**src/rtl/synth_cfg_tx_if.sv**
```systemverilog
// MMIO write port, config handshake and status bundle for the synth
// configuration initiator.
interface synth_cfg_tx_if #(
  parameter int N_VOICES = 1
);
  logic                    wr_en;
  logic [7:0]              wr_addr;
  logic [31:0]             wr_data;
  logic                    cpu_ack;
  logic                    cpu_req;
  logic [N_VOICES*24-1:0]  cpu_carrier_fcws;
  logic [23:0]             cpu_mod_fcw;
  logic [4:0]              cpu_mod_shift;
  logic [N_VOICES-1:0]     cpu_note_en;
  logic                    busy;
  logic                    pending;
  logic                    xfer_done;
  logic [15:0]             xfer_count;

  // The initiator receives MMIO writes and the synchronized ack.
  modport master (
    input  wr_en, wr_addr, wr_data, cpu_ack,
    output cpu_req, cpu_carrier_fcws, cpu_mod_fcw, cpu_mod_shift, cpu_note_en,
           busy, pending, xfer_done, xfer_count
  );

  modport slave (
    output wr_en, wr_addr, wr_data, cpu_ack,
    input  cpu_req, cpu_carrier_fcws, cpu_mod_fcw, cpu_mod_shift, cpu_note_en,
           busy, pending, xfer_done, xfer_count
  );
endinterface

```
**src/rtl/synth_cfg_tx.sv**
```systemverilog
// CPU-side initiator of the synth config 4-phase req/ack handshake: MMIO
// shadow registers, commit snapshot into held outputs, coalescing re-launch.
module synth_cfg_tx #(
  parameter int N_VOICES = 1
) (
  input logic           clk,
  input logic           rst_n,
  synth_cfg_tx_if.master bus
);

  typedef enum logic [1:0] {IDLE, REQ, REL} state_t;

  state_t                 state;
  logic [N_VOICES*24-1:0] carrier_sh;
  logic [23:0]            mod_fcw_sh;
  logic [4:0]             mod_shift_sh;
  logic [N_VOICES-1:0]    note_en_sh;
  logic                   commit;
  logic                   launch;

  assign commit   = bus.wr_en && (bus.wr_addr == 8'h03);
  assign launch   = commit || bus.pending;
  assign bus.busy = (state != IDLE);

  // NOTE: shadows are ordinary flops, not a RAM, so they take the async reset
  // and a commit straight after reset transfers a defined all-zero config.
  always_ff @(posedge clk or negedge rst_n) begin
    if (!rst_n) begin
      carrier_sh   <= '0;
      mod_fcw_sh   <= '0;
      mod_shift_sh <= '0;
      note_en_sh   <= '0;
    end else if (bus.wr_en) begin
      case (bus.wr_addr)
        8'h00:   mod_fcw_sh   <= bus.wr_data[23:0];
        8'h01:   mod_shift_sh <= bus.wr_data[4:0];
        8'h02:   note_en_sh   <= bus.wr_data[N_VOICES-1:0];
        default: ;
      endcase
      for (int i = 0; i < N_VOICES; i++) begin
        if (bus.wr_addr == 8'(16 + i)) carrier_sh[24*i +: 24] <= bus.wr_data[23:0];
      end
    end
  end

  // NOTE: every state/output register here uses <= so all of them see the
  // pre-edge values of state, pending and the shadows within one edge.
  always_ff @(posedge clk or negedge rst_n) begin
    if (!rst_n) begin
      state                <= IDLE;
      bus.cpu_req          <= 1'b0;
      bus.cpu_carrier_fcws <= '0;
      bus.cpu_mod_fcw      <= '0;
      bus.cpu_mod_shift    <= '0;
      bus.cpu_note_en      <= '0;
      bus.pending          <= 1'b0;
      bus.xfer_done        <= 1'b0;
      bus.xfer_count       <= '0;
    end else begin
      bus.xfer_done <= 1'b0;
      case (state)
        IDLE: begin
          if (launch) begin
            if (!bus.cpu_ack) begin
              state                <= REQ;
              bus.cpu_req          <= 1'b1;
              bus.pending          <= 1'b0;
              bus.cpu_carrier_fcws <= carrier_sh;
              bus.cpu_mod_fcw      <= mod_fcw_sh;
              bus.cpu_mod_shift    <= mod_shift_sh;
              bus.cpu_note_en      <= note_en_sh;
            end else begin
              // Ack still high from a previous cycle: hold the launch.
              bus.pending <= 1'b1;
            end
          end
        end
        REQ: begin
          if (commit) bus.pending <= 1'b1;
          if (bus.cpu_ack) begin
            state       <= REL;
            bus.cpu_req <= 1'b0;
          end
        end
        REL: begin
          if (commit) bus.pending <= 1'b1;
          if (!bus.cpu_ack) begin
            state          <= IDLE;
            bus.xfer_done  <= 1'b1;
            bus.xfer_count <= bus.xfer_count + 16'd1;
          end
        end
        default: state <= IDLE;
      endcase
    end
  end

endmodule
```
**src/flat_wrapper.sv**
```systemverilog
// flat-port wrapper written by rule: the top's interface ports become plain ports
module synth_cfg_tx_flat 
#(
  parameter int N_VOICES = 1
)
  (clk, rst_n, bus_wr_en, bus_wr_addr, bus_wr_data, bus_cpu_ack, bus_cpu_req, bus_cpu_carrier_fcws, bus_cpu_mod_fcw, bus_cpu_mod_shift, bus_cpu_note_en, bus_busy, bus_pending, bus_xfer_done, bus_xfer_count);
  synth_cfg_tx_if #(.N_VOICES(N_VOICES)) bus_i ();
  input logic clk;
  input logic rst_n;
  input wire logic [$bits(bus_i.wr_en)-1:0] bus_wr_en;
  input wire logic [$bits(bus_i.wr_addr)-1:0] bus_wr_addr;
  input wire logic [$bits(bus_i.wr_data)-1:0] bus_wr_data;
  input wire logic [$bits(bus_i.cpu_ack)-1:0] bus_cpu_ack;
  output wire logic [$bits(bus_i.cpu_req)-1:0] bus_cpu_req;
  output wire logic [$bits(bus_i.cpu_carrier_fcws)-1:0] bus_cpu_carrier_fcws;
  output wire logic [$bits(bus_i.cpu_mod_fcw)-1:0] bus_cpu_mod_fcw;
  output wire logic [$bits(bus_i.cpu_mod_shift)-1:0] bus_cpu_mod_shift;
  output wire logic [$bits(bus_i.cpu_note_en)-1:0] bus_cpu_note_en;
  output wire logic [$bits(bus_i.busy)-1:0] bus_busy;
  output wire logic [$bits(bus_i.pending)-1:0] bus_pending;
  output wire logic [$bits(bus_i.xfer_done)-1:0] bus_xfer_done;
  output wire logic [$bits(bus_i.xfer_count)-1:0] bus_xfer_count;
  assign bus_i.wr_en = bus_wr_en;
  assign bus_i.wr_addr = bus_wr_addr;
  assign bus_i.wr_data = bus_wr_data;
  assign bus_i.cpu_ack = bus_cpu_ack;
  assign bus_cpu_req = bus_i.cpu_req;
  assign bus_cpu_carrier_fcws = bus_i.cpu_carrier_fcws;
  assign bus_cpu_mod_fcw = bus_i.cpu_mod_fcw;
  assign bus_cpu_mod_shift = bus_i.cpu_mod_shift;
  assign bus_cpu_note_en = bus_i.cpu_note_en;
  assign bus_busy = bus_i.busy;
  assign bus_pending = bus_i.pending;
  assign bus_xfer_done = bus_i.xfer_done;
  assign bus_xfer_count = bus_i.xfer_count;
  synth_cfg_tx #(.N_VOICES(N_VOICES)) u_core (.clk(clk), .rst_n(rst_n), .bus(bus_i));
endmodule
```
**config.mk**
```make
export PLATFORM = sky130hd
export DESIGN_NAME = synth_cfg_tx_flat
export DESIGN_NICKNAME = d
export VERILOG_FILES = /design/src/rtl/synth_cfg_tx_if.sv /design/src/rtl/synth_cfg_tx.sv /design/src/flat_wrapper.sv
export SDC_FILE = /design/constraint.sdc
export NUM_CORES = 1
export LEC_CHECK = 0
export ABC_CLOCK_PERIOD_IN_PS = 3400
export CAP_MARGIN = 40
export CORE_AREA = 2 2 103 105
export DETAILED_ROUTE_END_ITERATION = 6
export DIE_AREA = 0 0 105 107
export PLACE_DENSITY = 0.87
export SLEW_MARGIN = 10
export SYNTH_ARGS = -nofsm -noshare
export SYNTH_HDL_FRONTEND = slang
export SYNTH_SLANG_ARGS = --single-unit
```
**constraint.sdc**
```tcl
create_clock -name clk -period 3.4 [get_ports clk]
set_clock_uncertainty 0.1 [all_clocks]
set_input_delay 0.85 -clock clk [delete_from_list [all_inputs] [get_ports clk]]
set_output_delay 0.85 -clock clk [all_outputs]
set_load 0.02 [all_outputs]
```
==> impl_results.md, run 1 <==
- Site Rows: 37
- Most common cell in the synthesized netlist: dfrtp_1
- Slowest cell delay on critical path: 0.60 ns
- Rel. slew slack: 53.2%
- Hold WC Path Type: in -> async
- Cell Area, Placed: 6520 um^2
- CTS resizes: 0
- Core ar.: 10100 um^2
- CP required: 2.45 ns
- Nets: 497
- Final ANT Viol Nets: 0
- Crit. Startpoint: u_core.state[0]$_DFFE_PN0P_
- DR iter-0 viols: 61
- # Post-CTS Setup Buffers: 0
- Status: finished clean
- Die Ht: 107 um
- Register-to-register setup slack: 1.28 ns
- Initial antenna violation count: 0
- CTS Root Cell: clkbuf_8
- Setup TNS Final: 0 ns
- R2r worst-path depth: 6
- Synth cell count leaders: 129 x dfrtp_1, 62 x mux2_2, 49 x mux2_4
- Vias in the first global route: 3240
- Num CTS Buffers: 17
- Synth area leaders: dfrtp_1 61%, mux2_4 14%, mux2_2 13%, buf_12 1.9%, xnor2_1 1.7%
- Area share of the largest cell type after synthesis: 61.0%
- Crit path to: bus_busy
- Crit path max fanout: 5
- Largest net degree at the start of global routing: 130
- Leakage: 3.37 nW
- Post-Synthesis Cells: 323
- Inst Count DP: 564
- Period utilization: 85.2%
- Post-synthesis cell type count: 31
- TritonRoute pass-1 iters: 4
- Most used cell, CP: inv_1
- Hold-fix buffers, CTS: 0
- Worst R2R Start: u_core.state[0]$_DFFE_PN0P_
- Max-cap viol count: 0
- Worst reg2reg endpoint: u_core.bus.xfer_count[13]$_DFFE_PN0P_
- Critical path startpoint category: flop
- Mapped Area: 5290 um^2
- Placer Congestion: 0.763
- Primary FF master, synth: dfrtp_1
- Starting density of the core: 52.5%
- Layout fillers: 688
- Depth of the CTS H-tree: 4
- RSZ-0062 raised after global routing: no
- Die ar.: 11200 um^2
- Post-synthesis sequential area ratio: 61.0%
- Post-Synth Adder-Cell Area: 1.42%
- Longest Clk Path Bufs: 2
- Total gr overflow: 0
- CTS tree: yes
- Minimum clock period: 2.90 ns
- Kind of critical path: reg -> out
- Hold slack: 0.362 ns
- Ys async rst share: 100%
- DP HPWL: 6710 um
- Final Hold Violating Endpoints: 0
- Register bit total from synthesis: 129
- YS warnings: 0
- Xor-xnor portion of the synthesized cell area: 2.48%
- Routed len/inst: 16.8 um
- Ant. Diodes: 0
- WL final: 10000 um
- Vias per cell: 5.12
- Post-synth EDFFs: 0
- Compound-cell area share of the yosys netlist: 0.969%
- GRT Total Usage: 18.5%
- Tot Pwr: 0.00420 W
- Total nets after synthesis: 373
- Die Wd: 105 um
- FMAX: 345 MHz
- Via count: 3049
- Worst path cell trace: inv_1 -> ha_1 -> inv_1 -> clkdlybuf4s50_1
- Slowest-stage cell, CP: clkdlybuf4s50_1
- Yosys top cell by area: dfrtp_1
- Peak supply drop: 0.391 mV
- Avg Synthesized Cell Area: 16.4 um^2
- Ports: 118
- Final slew viol count: 0
- First-pass GRT wire length: 16200 um
- Pin slew with the least headroom to its limit: 0.692 ns
- Layout cells sized above 1: 33.3%
- DRC violation count after routing: 0
- Worst-path clk slew: 0.06 ns
- Fin area: 7100 um^2
- Pwr dens: 592 nW/um^2
- Setup violations, final: 0
- CP endpoint kind: output pin
- Post-Synth Simple-Gate Area: 4.23%
- Cell Count, Final, Fillers Out: 596
- Combinational family with the most area after synthesis: multiplexers
- CP Data Arrival Time: 1.95 ns
- Clk Latency, worst-skew pair: 0.49 ns
- Mux share of post-synthesis cell area: 27.1%
- Number of port buffers: 109
- Syn-to-layout area delta: 34.1%
- Clk sinks: 129
==> registers in the layout, summed over array words and instances, names as in the netlist, 2 cells and up <==
signal	cells
u_core.bus.xfer_count	16
u_core.bus.cpu_carrier_fcws	24
u_core.mod_shift_sh	5
u_core.state	2
u_core.carrier_sh	24
u_core.mod_fcw_sh	24
u_core.bus.cpu_mod_fcw	24
u_core.bus.cpu_mod_shift	5
==> critical path: cells and delay by family, from the launching register on <==
| kind | cells | cell delay [ns] |
|---|---|---|
| buffers and inverters | 3 | 0.80 |
| adders and majority gates | 1 | 0.27 |
| DFF | 1 | 0.39 |
==> logic make-up after synthesis <==
kind of cell,count (synthesis)
mux,111
buf+inv,17
simple gates,37
fa+ha+maj,6
xor+xnor,15
flops,129
compound gates,8
==> layout by cell type, fill, tap and decap left out, drive strengths merged, types with 2 or more instances in the layout <==
cell type and instances:
clkinvlp 4, inv 10, a21oi 2, and4 2, nor2 8, dfrtp 129
nand4 3, bufinv 2, nand3 7, xor2 5, xnor2 10, nand3b 3
clkinv 6, buf 7, clkbuf 17, nand2 6, ha 6, mux2 111
o21ai 2, clkdlybuf4s50 108
==> per-layer routing <==
metal,vias to the layer above,wire length (um),track usage (%)
li1,1387,-,-
met1,1588,4440,24.0
met2,69,5180,30.8
met3,5,330,4.68
met4,0,48,5.90
met5,-,0,0
==> stage by stage <==
step	utilization [%]	worst slack, ns
6_report	70.3	0.504
5_1_grt	70.3	0.364
4_1_cts	70.3	0.473
3_5_place_dp	64.6	0.203
3_3_place_gp	64.6	0.228
2_1_floorplan	-	0.686
==> power by group <==
part           total (W)  switching [W]  internal, W
clock network    0.00173       0.000682      0.00105
registers        0.00177       0.000103      0.00167
logic           0.000701       0.000328     0.000373
total            0.00420        0.00111      0.00309
==> layout make-up <==
type | instances | area [um^2] | share of cell area [%]
multi-input cells | 177 | 1920 | 27.0
clock buffers | 17 | 414 | 5.83
clock inverters | 15 | 160 | 2.26
flip-flops and latches | 129 | 3230 | 45.5
inverters | 7 | 26.3 | 0.370
repair buffers | 115 | 1180 | 16.7
well taps | 136 | 170 | 2.40
==> worst min path at each step <==
stage / end / cells after the start
2_1_floorplan: u_core.note_en_sh$_DFFE_PN0P_ / 1
3_3_place_gp: u_core.bus.xfer_count[15]$_DFFE_PN0P_ / 1
3_5_place_dp: u_core.bus.xfer_count[15]$_DFFE_PN0P_ / 1
4_1_cts: u_core.bus.cpu_carrier_fcws[19]$_DFFE_PN0P_ / 2
5_1_grt: u_core.bus.cpu_carrier_fcws[19]$_DFFE_PN0P_ / 2
6_report: u_core.bus.cpu_carrier_fcws[19]$_DFFE_PN0P_ / 2
No activity file was read; power rests on OpenSTA's default activity.
==> run 2: changes to the inputs <==
--- a/config.mk
+++ b/config.mk
@@ -5,12 +5,12 @@
 export SDC_FILE = /design/constraint.sdc
 export NUM_CORES = 1
 export LEC_CHECK = 0
-export ABC_CLOCK_PERIOD_IN_PS = 3400
+export ABC_CLOCK_PERIOD_IN_PS = 3560
 export CAP_MARGIN = 40
-export CORE_AREA = 2 2 103 105
+export CORE_AREA = 2 2 130 132
 export DETAILED_ROUTE_END_ITERATION = 6
-export DIE_AREA = 0 0 105 107
-export PLACE_DENSITY = 0.87
+export DIE_AREA = 0 0 132 134
+export PLACE_DENSITY = 0.6
 export SLEW_MARGIN = 10
 export SYNTH_ARGS = -nofsm -noshare
 export SYNTH_HDL_FRONTEND = slang
==> constraint.sdc (replaced) <==
create_clock -name clk -period 3.56 [get_ports clk]
set_clock_uncertainty 0.1 [all_clocks]
set_input_delay 0.89 -clock clk [delete_from_list [all_inputs] [get_ports clk]]
set_output_delay 0.89 -clock clk [all_outputs]
set_load 0.02 [all_outputs]
==> impl_results.md, run 2 (same netlist as run 1, synthesis figures left out) <==
- Site Rows: 47
- DRC violation count after routing: 0
- Final slew viol count: 0
- Slowest-stage cell, CP: or4_4
- Fin area: 7130 um^2
- Vias in the first global route: 3332
- Pin slew with the least headroom to its limit: 0.738 ns
- Worst path cell trace: clkdlybuf4s50_1 -> or4_4 -> o31a_1 -> nor2_8 -> buf_12 -> mux2_2
- Hold slack: 0.368 ns
- Largest net degree at the start of global routing: 68
- CP required: 3.75 ns
- Num CTS Buffers: 17
- Worst-path clk slew: 0.05 ns
- Clk Latency, worst-skew pair: 0.40 ns
- Longest Clk Path Bufs: 2
- TritonRoute pass-1 iters: 3
- Leakage: 3.34 nW
- CTS tree: yes
- Setup violations, final: 0
- First-pass GRT wire length: 17300 um
- Commonest non-fill, non-tap cell in the layout: dfrtp_1
- Starting density of the core: 32.5%
- Ant. Diodes: 0
- CTS resizes: 0
- Nets: 496
- FMAX: 349 MHz
- CTS Root Cell: clkbuf_16
- Ports: 118
- Peak supply drop: 0.417 mV
- Rel. slew slack: 50.1%
- Max-cap viol count: 0
- CP Data Arrival Time: 3.05 ns
- Status: finished clean
- WL final: 10200 um
- Minimum clock period: 2.86 ns
- Routed len/inst: 15.1 um
- Hold-fix buffers, CTS: 0
- CP endpoint kind: flop
- Clk sinks: 129
- # Post-CTS Setup Buffers: 0
- Hold WC Path Type: reg -> reg
- Period utilization: 80.5%
- Die Wd: 132 um
- Delay-heaviest family, CP: simple AND/OR/NAND/NOR gates
- Placer Congestion: 0.740
- Setup TNS Final: 0 ns
- Syn-to-layout area delta: 34.7%
- DR iter-0 viols: 79
- Worst Path Buf+Inv: 2
- Final Hold Violating Endpoints: 0
- Critical path startpoint category: primary input
- Slowest cell delay on critical path: 0.54 ns
- Depth of the CTS H-tree: 4
- Vias per cell: 4.38
- Tot Pwr: 0.00388 W
- Cell Area, Placed: 6620 um^2
- Most frequent cells in the layout: 129 x dfrtp_1, 108 x clkdlybuf4s50_1, 62 x mux2_2, 49 x mux2_4, 17 x clkbuf_16
- Core Util, Final: 43.8%
- GRT Total Usage: 12.7%
- Final ANT Viol Nets: 0
- DP HPWL: 6820 um
- Crit path max fanout: 34
- Die Ht: 134 um
- RSZ-0062 raised after global routing: no
- Die ar.: 17700 um^2
- Total gr overflow: 0
- Layout cells sized above 1: 31.7%
- Pwr dens: 544 nW/um^2
- Via count: 2972
- Initial antenna violation count: 0
- Core ar.: 16300 um^2
- Kind of critical path: in -> reg
- Number of port buffers: 109
==> run 2: final cells by class <==
class | instances | area [um^2]
flip-flops and latches | 129 | 3230
well taps | 220 | 275
fillers | 1481 | 9160
clock inverters | 7 | 62.6
clock buffers | 24 | 452
inverters | 7 | 26.3
multi-input cells | 177 | 1920
repair buffers | 114 | 1170
==> run 2: per-stage QoR <==
step                setup slack [ns]  cells
floorplan                      0.806    323
detailed placement             0.277    647
CTS                            0.688    678
global placement               0.289    647
finish                         0.696    678
global route                   0.616    678
==> run 2: per-layer routing <==
metal,part of all wire [%],global-route usage (%)
met1,45,15.6
met2,48,20.3
met3,5.4,4.88
met5,0,0
met4,1.2,4.89
==> run 2: power by group <==
part           internal [W]  switching, W  total, W
sequential          0.00159     0.0000961   0.00169
clock              0.000948      0.000577   0.00153
combinational      0.000356      0.000310  0.000665
==> run 2: path summary, 6_finish.rpt <==
check / start / end / slack (ns) / cells after the start
hold reg to reg: u_core.bus.xfer_count[15]$_DFFE_PN0P_ / u_core.bus.xfer_count[15]$_DFFE_PN0P_ / 0.37 / 1
hold / removal: u_core.bus.xfer_count[15]$_DFFE_PN0P_ / u_core.bus.xfer_count[15]$_DFFE_PN0P_ / 0.37 / 1
max in group asynchronous: rst_n / u_core.mod_fcw_sh[0]$_DFFE_PN0P_ / 2.24 / 2
setup reg to reg: u_core.state[0]$_DFFE_PN0P_ / u_core.bus.xfer_count[15]$_DFFE_PN0P_ / 1.46 / 6
setup / recovery: bus_wr_addr[3] / u_core.bus.cpu_carrier_fcws[23]$_DFFE_PN0P_ / 0.70 / 6
min in group asynchronous: rst_n / u_core.bus.cpu_carrier_fcws[9]$_DFFE_PN0P_ / 0.38 / 1
==> run 3: changes to the inputs <==
--- a/config.mk
+++ b/config.mk
@@ -5,7 +5,7 @@
 export SDC_FILE = /design/constraint.sdc
 export NUM_CORES = 1
 export LEC_CHECK = 0
-export ABC_CLOCK_PERIOD_IN_PS = 3560
+export ABC_CLOCK_PERIOD_IN_PS = 2900
 export CAP_MARGIN = 40
 export CORE_AREA = 2 2 130 132
 export DETAILED_ROUTE_END_ITERATION = 6
==> constraint.sdc (replaced) <==
create_clock -name clk -period 2.9 [get_ports clk]
set_clock_uncertainty 0.1 [all_clocks]
set_input_delay 0.725 -clock clk [delete_from_list [all_inputs] [get_ports clk]]
set_output_delay 0.725 -clock clk [all_outputs]
set_load 0.02 [all_outputs]
==> impl_results.md, run 3 (same netlist as run 1, synthesis figures left out) <==
- Worst Path Buf+Inv: 3
- Most frequent cells in the layout: 129 x dfrtp_1, 108 x clkdlybuf4s50_1, 62 x mux2_2, 49 x mux2_4, 17 x clkbuf_16
- Die Wd: 132 um
- Longest Clk Path Bufs: 2
- Rel. slew slack: 59.8%
- Minimum clock period: 2.67 ns
- # Post-CTS Setup Buffers: 0
- CTS Root Cell: clkbuf_16
- Starting density of the core: 32.5%
- Worst R2R Start: u_core.state[1]$_DFFE_PN0P_
- Ant. Diodes: 0
- TritonRoute pass-1 iters: 4
- Commonest non-fill, non-tap cell in the layout: dfrtp_1
- Site Rows: 47
- Register-to-register setup slack: 0.97 ns
- Ports: 118
- Vias per cell: 4.37
- Total gr overflow: 0
- Critical path depth: 4
- Num CTS Buffers: 17
- Setup violations, final: 0
- Slowest cell delay on critical path: 0.60 ns
- Final slew viol count: 0
- Pin slew with the least headroom to its limit: 0.604 ns
- RSZ-0062 raised after global routing: no
- DRC violation count after routing: 0
- CP endpoint kind: output pin
- Routed len/inst: 15.2 um
- Pwr dens: 671 nW/um^2
- FMAX: 375 MHz
- Clk Latency, worst-skew pair: 0.40 ns
- Peak supply drop: 0.528 mV
- Layout fillers: 1466
- Worst path cell trace: inv_1 -> ha_1 -> inv_1 -> clkdlybuf4s50_1
- DP HPWL: 6850 um
- Setup TNS Final: 0 ns
- Initial antenna violation count: 0
- Critical path startpoint category: flop
- Max-cap viol count: 0
- WL final: 10400 um
- CTS resizes: 0
- Vias in the first global route: 3257
- Crit path to: bus_busy
- Most used cell, CP: inv_1
- Layout cells sized above 1: 32.6%
- Die ar.: 17700 um^2
- Syn-to-layout area delta: 36.3%
- Reg area: 3230 um^2
- Hold-fix buffers, CTS: 0
- First-pass GRT wire length: 17300 um
- Delay-heaviest family, CP: buffers and inverters
- Kind of critical path: reg -> out
- Via count: 2987
- DR iter-0 viols: 111
- Depth of the CTS H-tree: 4
- Placer Congestion: 0.744
- GRT Total Usage: 12.6%
- Final ANT Viol Nets: 0
- CTS tree: yes
- Core ar.: 16300 um^2
- Period utilization: 92.0%
- Number of port buffers: 109
- Cell Count, Final, Fillers Out: 683
- Inst Count DP: 652
- Crit. Startpoint: u_core.state[0]$_DFFE_PN0P_
- Die Ht: 134 um
- Clk sinks: 129
- Hold WC Path Type: in -> async
- Largest net degree at the start of global routing: 65
- Slowest-stage cell, CP: clkdlybuf4s50_1
- Crit path max fanout: 5
- CP required: 2.08 ns
- CP Data Arrival Time: 1.84 ns
- Fin area: 7210 um^2
- R2r worst-path depth: 6
- Nets: 501
- Multi-input gate area: 1920 um^2
- Status: finished clean
- Cell Area, Placed: 6680 um^2
- Worst reg2reg endpoint: u_core.bus.cpu_carrier_fcws[23]$_DFFE_PN0P_
- Leakage: 3.39 nW
- Final Hold Violating Endpoints: 0
- Worst-path clk slew: 0.06 ns
==> run 3: cell types whose count changed in the layout (fill, tap and decap cells not counted) <==
cell      before  now
buf_12         3    5
clkinv_2       5    4
clkbuf_1       7    6
buf_4          2    5
clkbuf_8       0    2
==> run 3: metal layers <==
metal	vias up	wire length, um	global-route usage (%)
li1	1395	-	-
met1	1506	4860	16.2
met2	76	4890	19.9
met3	10	522	4.08
met4	0	140	5.25
met5	-	0	0
==> run 3: worst min path at each step <==
stage	startpoint	end	depth (start not counted)
6_report	rst_n	u_core.bus.cpu_carrier_fcws[9]$_DFFE_PN0P_	1
3_5_place_dp	u_core.bus.xfer_count[15]$_DFFE_PN0P_	u_core.bus.xfer_count[15]$_DFFE_PN0P_	1
4_1_cts	rst_n	u_core.bus.cpu_carrier_fcws[9]$_DFFE_PN0P_	1
3_3_place_gp	u_core.bus.xfer_count[15]$_DFFE_PN0P_	u_core.bus.xfer_count[15]$_DFFE_PN0P_	1
2_1_floorplan	rst_n	u_core.bus.cpu_carrier_fcws[0]$_DFFE_PN0P_	0
5_1_grt	rst_n	u_core.carrier_sh[9]$_DFFE_PN0P_	1
==> run 3: metrics by stage <==
step	util [%]	hold WS (ns)	total power (W)	setup slack [ns]
floorplan	-	0.329	0.00253	0.311
global placement	41.0	0.362	0.00291	-0.164
detailed placement	41.0	0.367	0.00293	-0.176
CTS	44.3	0.219	0.00490	0.204
global route	44.3	0.247	0.00507	0.120
finish	44.3	0.204	0.00484	0.232
==> run 3: cell type report <==
type,instances,area share [%]
Sequential cell,129,44.8
Timing Repair Buffer,119,17.1
Inverter,7,0.364
Multi-Input combinational cell,177,26.6
Clock buffer,25,6.59
Clock inverter,6,0.798
Tap cell,220,3.82
==> run 3: report_power, final <==
part	leakage, nW	switching (W)	internal, W
clock network	0.261	0.000735	0.00121
registers	1.78	0.000116	0.00195
logic	1.35	0.000380	0.000442
total	3.39	0.00123	0.00361
